===== config.mk =====
export PLATFORM = sky130hd
export DESIGN_NAME = control_riesgos
export DESIGN_NICKNAME = d
export VERILOG_FILES = /design/src/rtl/control_riesgos.sv
export SDC_FILE = /design/constraint.sdc
export NUM_CORES = 1
export LEC_CHECK = 0
export ABC_AREA = 0
export BUFFER_PORTS_ARGS = -buffer_cell sky130_fd_sc_hd__buf_2
export CAP_MARGIN = 20
export CORE_AREA = 2 2 61 63
export CTS_BUF_LIST = sky130_fd_sc_hd__clkbuf_2 sky130_fd_sc_hd__clkbuf_4 sky130_fd_sc_hd__clkbuf_8
export DETAILED_ROUTE_END_ITERATION = 12
export DIE_AREA = 0 0 63 65
export PLACE_DENSITY = 0.74
export SKIP_LAST_GASP = 1
export SLEW_MARGIN = 20
export SYNTH_ARGS = -nofsm -noshare
export SYNTH_HDL_FRONTEND = slang
export SYNTH_SLANG_ARGS = --single-unit

===== constraint.sdc =====
create_clock -name clk -period 4.9 [get_ports clk]
set_input_delay 0.98 -clock clk [delete_from_list [all_inputs] [get_ports clk]]
set_output_delay 0.98 -clock clk [all_outputs]
set_load 0.03 [all_outputs]

===== src/rtl/control_riesgos.sv =====
// control_riesgos: pipeline control for the 5-stage filter processor.
// Drives the load enables and bubble (flush) inputs of the pipeline registers.
// It resolves the load-use interlock, multi-cycle data-memory waits with a
// timeout, and taken-branch squash. It also keeps a saturating count of
// stalled cycles.
//
// Ports:
//   clk, rst                      clock, synchronous active-high reset
//   Ra_F_Reg, Rb_F_Reg            sources of the instruction in F/Reg
//   RE_A_F_Reg, RE_B_F_Reg        source-read flags of the instruction in F/Reg
//   Robj_Reg_Exe, mem_RE_Reg_Exe  destination and load flag of the instruction in Reg/Exe
//   branch_taken_Exe              branch resolved taken in Exe
//   mem_req_Exe_Mem, mem_ack      data-memory request and completion
//   en_*                          pipeline register load enables (combinational)
//   flush_F_Reg, flush_Reg_Exe    load a bubble instead of data (combinational)
//   mem_error                     sticky memory timeout flag (registered)
//   stall_count                   saturating count of cycles with en_PC=0 (registered)
module control_riesgos #(
  parameter int unsigned MAX_WAIT = 15,
  parameter int unsigned CNT_W    = 16
) (
  input  logic             clk,
  input  logic             rst,
  input  logic [3:0]       Ra_F_Reg,
  input  logic [3:0]       Rb_F_Reg,
  input  logic             RE_A_F_Reg,
  input  logic             RE_B_F_Reg,
  input  logic [3:0]       Robj_Reg_Exe,
  input  logic             mem_RE_Reg_Exe,
  input  logic             branch_taken_Exe,
  input  logic             mem_req_Exe_Mem,
  input  logic             mem_ack,
  output logic             en_PC,
  output logic             en_F_Reg,
  output logic             en_Reg_Exe,
  output logic             en_Exe_Mem,
  output logic             en_Mem_WB,
  output logic             flush_F_Reg,
  output logic             flush_Reg_Exe,
  output logic             mem_error,
  output logic [CNT_W-1:0] stall_count
);

  localparam int unsigned WAIT_W = 8;
  localparam logic [WAIT_W-1:0] WAIT_LIMIT = WAIT_W'(MAX_WAIT);
  localparam logic [CNT_W-1:0]  CNT_MAX    = {CNT_W{1'b1}};

  typedef enum logic [1:0] {
    RUN      = 2'd0,
    MEM_WAIT = 2'd1,
    ERROR    = 2'd2
  } state_t;

  state_t            state;
  logic [WAIT_W-1:0] wait_cnt;
  logic              memstall;
  logic              loaduse;

  // Freeze while a memory access is outstanding or after a timeout.
  always_comb begin
    memstall = 1'b0;
    case (state)
      RUN:      memstall = mem_req_Exe_Mem & ~mem_ack;
      MEM_WAIT: memstall = ~mem_ack;
      ERROR:    memstall = 1'b1;
      default:  memstall = 1'b1;
    endcase
  end

  // Load in Exe whose destination is read by the instruction behind it; R0 included.
  always_comb begin
    loaduse = mem_RE_Reg_Exe &
              ((RE_A_F_Reg & (Ra_F_Reg == Robj_Reg_Exe)) |
               (RE_B_F_Reg & (Rb_F_Reg == Robj_Reg_Exe)));
  end

  // Enables and flushes in priority order: reset, freeze, branch, load-use.
  always_comb begin
    en_PC         = 1'b1;
    en_F_Reg      = 1'b1;
    en_Reg_Exe    = 1'b1;
    en_Exe_Mem    = 1'b1;
    en_Mem_WB     = 1'b1;
    flush_F_Reg   = 1'b0;
    flush_Reg_Exe = 1'b0;
    if (rst) begin
      en_PC         = 1'b0;
      en_F_Reg      = 1'b0;
      en_Reg_Exe    = 1'b0;
      en_Exe_Mem    = 1'b0;
      en_Mem_WB     = 1'b0;
      flush_F_Reg   = 1'b1;
      flush_Reg_Exe = 1'b1;
    end else if (memstall) begin
      en_PC         = 1'b0;
      en_F_Reg      = 1'b0;
      en_Reg_Exe    = 1'b0;
      en_Exe_Mem    = 1'b0;
      en_Mem_WB     = 1'b0;
    end else if (branch_taken_Exe) begin
      // Squashing the younger instructions also drops any load-use on them.
      flush_F_Reg   = 1'b1;
      flush_Reg_Exe = 1'b1;
    end else if (loaduse) begin
      en_PC         = 1'b0;
      en_F_Reg      = 1'b0;
      flush_Reg_Exe = 1'b1;
    end
  end

  // Memory-wait state machine; wait_cnt holds the index of the current wait cycle.
  always_ff @(posedge clk) begin
    if (rst) begin
      state     <= RUN;
      wait_cnt  <= '0;
      mem_error <= 1'b0;
    end else begin
      case (state)
        RUN: begin
          if (mem_req_Exe_Mem && !mem_ack) begin
            state    <= MEM_WAIT;
            wait_cnt <= WAIT_W'(1);
          end
        end
        MEM_WAIT: begin
          if (mem_ack) begin
            state    <= RUN;
            wait_cnt <= '0;
          end else if (wait_cnt == WAIT_LIMIT) begin
            state     <= ERROR;
            mem_error <= 1'b1;
          end else begin
            wait_cnt <= wait_cnt + WAIT_W'(1);
          end
        end
        ERROR: begin
          state     <= ERROR;
          mem_error <= 1'b1;
        end
        default: begin
          state    <= RUN;
          wait_cnt <= '0;
        end
      endcase
    end
  end

  // Saturating stall-cycle counter for performance monitoring.
  always_ff @(posedge clk) begin
    if (rst) begin
      stall_count <= '0;
    end else if (!en_PC && (stall_count != CNT_MAX)) begin
      stall_count <= stall_count + CNT_W'(1);
    end
  end

endmodule


Yosys cells after proc, flatten, opt, wreduce, memory -nomap -nowiden
Cells that the tools add are included.

cells by class
  add/subtract/negate cells = 2
  eq/ne operators = 11
  muxes and demuxes = 25
  bitwise operators = 7
  reductions and logical operators = 9

operators by type and width
  cell                     number
  $mux W8                  3
  $pmux W8 S3              1
  $add A16 B1 Y16 const B  1
  $ne A16 B16 Y1 const B   1
  $mux W1                  15
  $add A8 B1 Y8 const B    1
  $eq A4 B4 Y1             2
  $eq A8 B4 Y1 const B     1
  $mux W2                  3
  $ne A2 B2 Y1 const B     3
  $ne A3 B3 Y1 const B     2
  $pmux W2 S3              1
  $reduce_and A3 Y1        2
  $and A1 B1 Y1            4
  $pmux W1 S2              2
  $eq A2 B1 Y1 const B     1
  $eq A2 B2 Y1 const B     1
  $logic_and A1 B1 Y1      2
  $logic_not A1 Y1         2
  $logic_not A2 Y1         1
  $not A1 Y1               2
  $reduce_and A2 Y1        1
  $reduce_bool A2 Y1       1
  $or A1 B1 Y1             1

word-level totals
  bits in registers = 27
  output and inout bits = 24
  logic and storage cells = 58

Depth between registers and ports, before layout
  word-level depth = 10
  depth in mapped cells = 8
  depth with buffers taken out = 7

Least setup slack after synthesis
Ideal clock, no wire load.

  kind = input -> output
  start = in mem_req_Exe_Mem
  end = out en_PC
  arrival time = 2.530 ns
  data required time = 3.920 ns
  setup slack = 1.390 ns
  stages = 5
  path through = o21ba_2 nor3_4 o31ai_2 nor2_1 buf_4

on the way
  cells in the longest elaborated chain, start to end = 4

ends and longest elaborated chain
  item                  RTL line  source
  start: declaration    31        input logic mem_req_Exe_Mem,
  $and A1 B1 Y1         63        RUN: memstall = mem_req_Exe_Mem & ~mem_ack;
  $pmux W1 S2           62        case (state)
  $mux W1 (2 in a row)  n/a
  end: declaration      33        output logic en_PC,

Every way passes these cells.

Worst setup path in the final report
  start = in rst
  end = out en_F_Reg

on the way
  cells in the longest elaborated chain, start to end = 1

ends and longest elaborated chain
  item                RTL line  source
  start: declaration  23        input logic rst,
  $mux W1             86        if (rst) begin
  end: declaration    34        output logic en_F_Reg,

Every way passes these cells.

==> impl_metrics.toml <==
[yosys]
syn_area_um2 = 1508
yosysUniqueCellTypes = 42
synth_edf_count = 0
syn_inst = 179
avgSynthCellArea_um2 = 8.423
ys_async_sr_fraction_pct = 0
synth_seq_cells = 27
synth_seq_area_share_pct = 35.85
syn-num-nets = 201
yosys_warnings = 0
ys.flop_type = "dfxtp_1"

[drt]
ant_nets = 0
vias = 1380
drc_errors = 0
drt_iter0_drc = 28
drt-vias-per-instance = 5.227
wl_mm = 3.116
post_drt_wl_per_cell_um = 11.80
dr.pass1.iters = 4

[sta]
slew_violations = 0
finClkSkew_ns = 0.009320
rsz0062_at_grt = "no"
fmax_mhz = 313.2
tightest_slew_ns = 0.8826
period_share_pct = 65.15
finalSetupTns_ns = 0
setup_viol = 0
timing_hold_violations_final = 0
timing.slew.headroom_pct = 41.15
period_minus_slack_ns = 3.192

[pwr]
powerDensity_nw_per_um2 = 228.1
leakage_nw = 0.6963
peakVddDrop_mv = 0.1012

[floorplanning]
die_h_um = 65
pin_count = 44
die_w_um = 63
core_region_area_um2 = 3496
rows = 22
initial_utilization_pct = 43.13
die_area_um2 = 4095

[min_path]
hold_path_depth = 2
hp-class = "flop to flop"

[global_routing]
grt.total_usage_pct = 15.92
grt_pass1_vias = 1274
grt_pass1_wl_mm = 5.333
grt-ovfl-total = 0
antenna_found_initial = 0
grt_max_degree = 26

[critical_path]
cp_max_fo = 25
start_kind = "primary input"
path_cells = "buf_2, nor3_4, o31ai_2, nor2_1, buf_2"
path_buf_inv = 2
path_common_cell = "buf_2"
worstSetupPathType = "primary input to output port"
crit_family = "simple AND/OR/NAND/NOR gates"
crit_cells = 5
cp.arrival_ns = 2.21
cp.required_ns = 3.92
r2r_setup_slack_ns = 2.67
cp_slowest_stage_delay_ns = 0.32
slowest_stage = "nor2_1"
r2r.worst_path.cells = 6
critPathCaptureType = "output port"

[cts]
cts_hold_buf = 0
cts_tree = "yes"
numClockSinks = 27
htreeDepth = 1
numCtsBuffers = 3
cts_setup_buffers = 0
clockBufferDepth = 2
cts.repair.resized = 0
clock_tree.root_cell = "clkbuf_4"
path_clk_slew_ns = 0.14
worstSkewPairLatency_ns = 0.32

[finish]
drive_gt1_share_pct = 27.78
fill_cells = 354
fin_area_um2 = 1745
nets = 239
instances_no_fill = 264
synthToLayoutAreaGrowth_pct = 15.77
diodes = 0

[placement]
dp_hpwl_mm = 2.380
portBuffers = 43
placed_cells_incl_taps = 260
placed_cell_area_um2 = 1715
globalplace.congestion = 0.7716

[job]
maxCapViolCount = 0

[status]
status = "finished, final reports clean"
[registers in the layout, indices dropped and copies added (netlist names)]
register and flops:
state 2, mem_error 1, wait_cnt 8, stall_count 16
[logic make-up after synthesis]
family,after synthesis,share of synthesized area [%]
xor gates and xnor gates,15,9.212
buffers and inverters,14,5.477
muxes,3,2.158
DFF,27,35.85
and+or+nand+nor,75,27.55
adders and majority gates,2,1.659
AOI/OAI and AO/OA,43,18.09
[per-stage QoR]
stage / util, % / hold slack, ns / power [mW] / setup slack, ns
floorplan: - / 0.4766 / 0.2848 / 1.390
global placement: 49.07 / 0.4333 / 0.3008 / 1.709
detailed placement: 49.07 / 0.4376 / 0.3021 / 1.700
CTS: 49.93 / 0.4575 / 0.4018 / 1.698
global route: 49.93 / 0.4826 / 0.4205 / 1.606
finish: 49.93 / 0.4570 / 0.3982 / 1.708
[routing by layer]
metal | track usage, % | part of all wire (%) | up-vias
met1 | 20.00 | 49 | 623
met4 | 6.111 | 1.2 | 0
met3 | 2.778 | 3.7 | 2
met2 | 27.13 | 46 | 34
li1 | - | - | 721
met5 | 0 | 0 | -
[layout make-up]
class	instances	area, um^2	area share [%]
timing repair buffer	43	215.2	12.33
sequential	27	540.5	30.97
tap	48	60.06	3.441
inverter	4	15.01	0.8602
multi-input combinational	138	884.6	50.68
clock buffer	4	30.03	1.720
[cells in the mapped netlist (2+ instances only)]
library cell	count	area, um^2
a21oi_1	16	80.08
a31oi_1	3	18.77
and3_1	6	37.54
buf_4	4	30.03
buf_6	2	22.52
clkbuf_1	4	15.01
dfxtp_1	27	540.5
ha_1	2	25.02
inv_1	4	15.01
mux2_2	2	22.52
nand2_1	9	33.78
nand3_1	11	55.05
nand4_1	4	25.02
nor2_1	18	67.56
nor2b_1	2	12.51
nor3_1	2	10.01
o21ai_0	5	25.02
o21ai_1	7	35.03
o31ai_1	3	22.52
or3_1	11	68.82
or4_1	4	30.03
xnor2_1	11	96.34
xor2_1	3	26.28
[final timing paths]
check | from | to
setup / recovery | rst | en_F_Reg
hold / removal | mem_error | mem_error
setup reg to reg | state[0] | stall_count[9]
hold reg to reg | mem_error | mem_error
[where the power goes]
| group | leakage, nW | internal, mW | switching, mW |
|---|---|---|---|
| sequential | 0.218 | 0.223 | 0.00545 |
| combinational | 0.460 | 0.0256 | 0.0425 |
| clock | 0.0184 | 0.0373 | 0.0638 |
| total | 0.696 | 0.286 | 0.112 |
[cell usage in the layout (no fill, tap or decap), types with 2 or more instances in the layout]
cell type / n
a21oi_1: 16
a31oi_1: 3
and3_1: 6
buf_2: 43
clkbuf_4: 4
dfxtp_1: 27
ha_1: 2
inv_1: 4
mux2_2: 2
nand2_1: 9
nand3_1: 11
nand4_1: 4
nor2_1: 18
nor2b_1: 2
nor3_1: 2
o21ai_0: 5
o21ai_1: 7
o31ai_1: 3
or3_1: 11
or4_1: 4
xnor2_1: 11
xor2_1: 3
[tightest hold or removal path, stage by stage, from the launching register on]
cell and delay, ns:
dfxtp_1 0.33, inv_1 0.05, a21oi_1 0.05
Note: power is estimated with default switching activity, not from simulation.
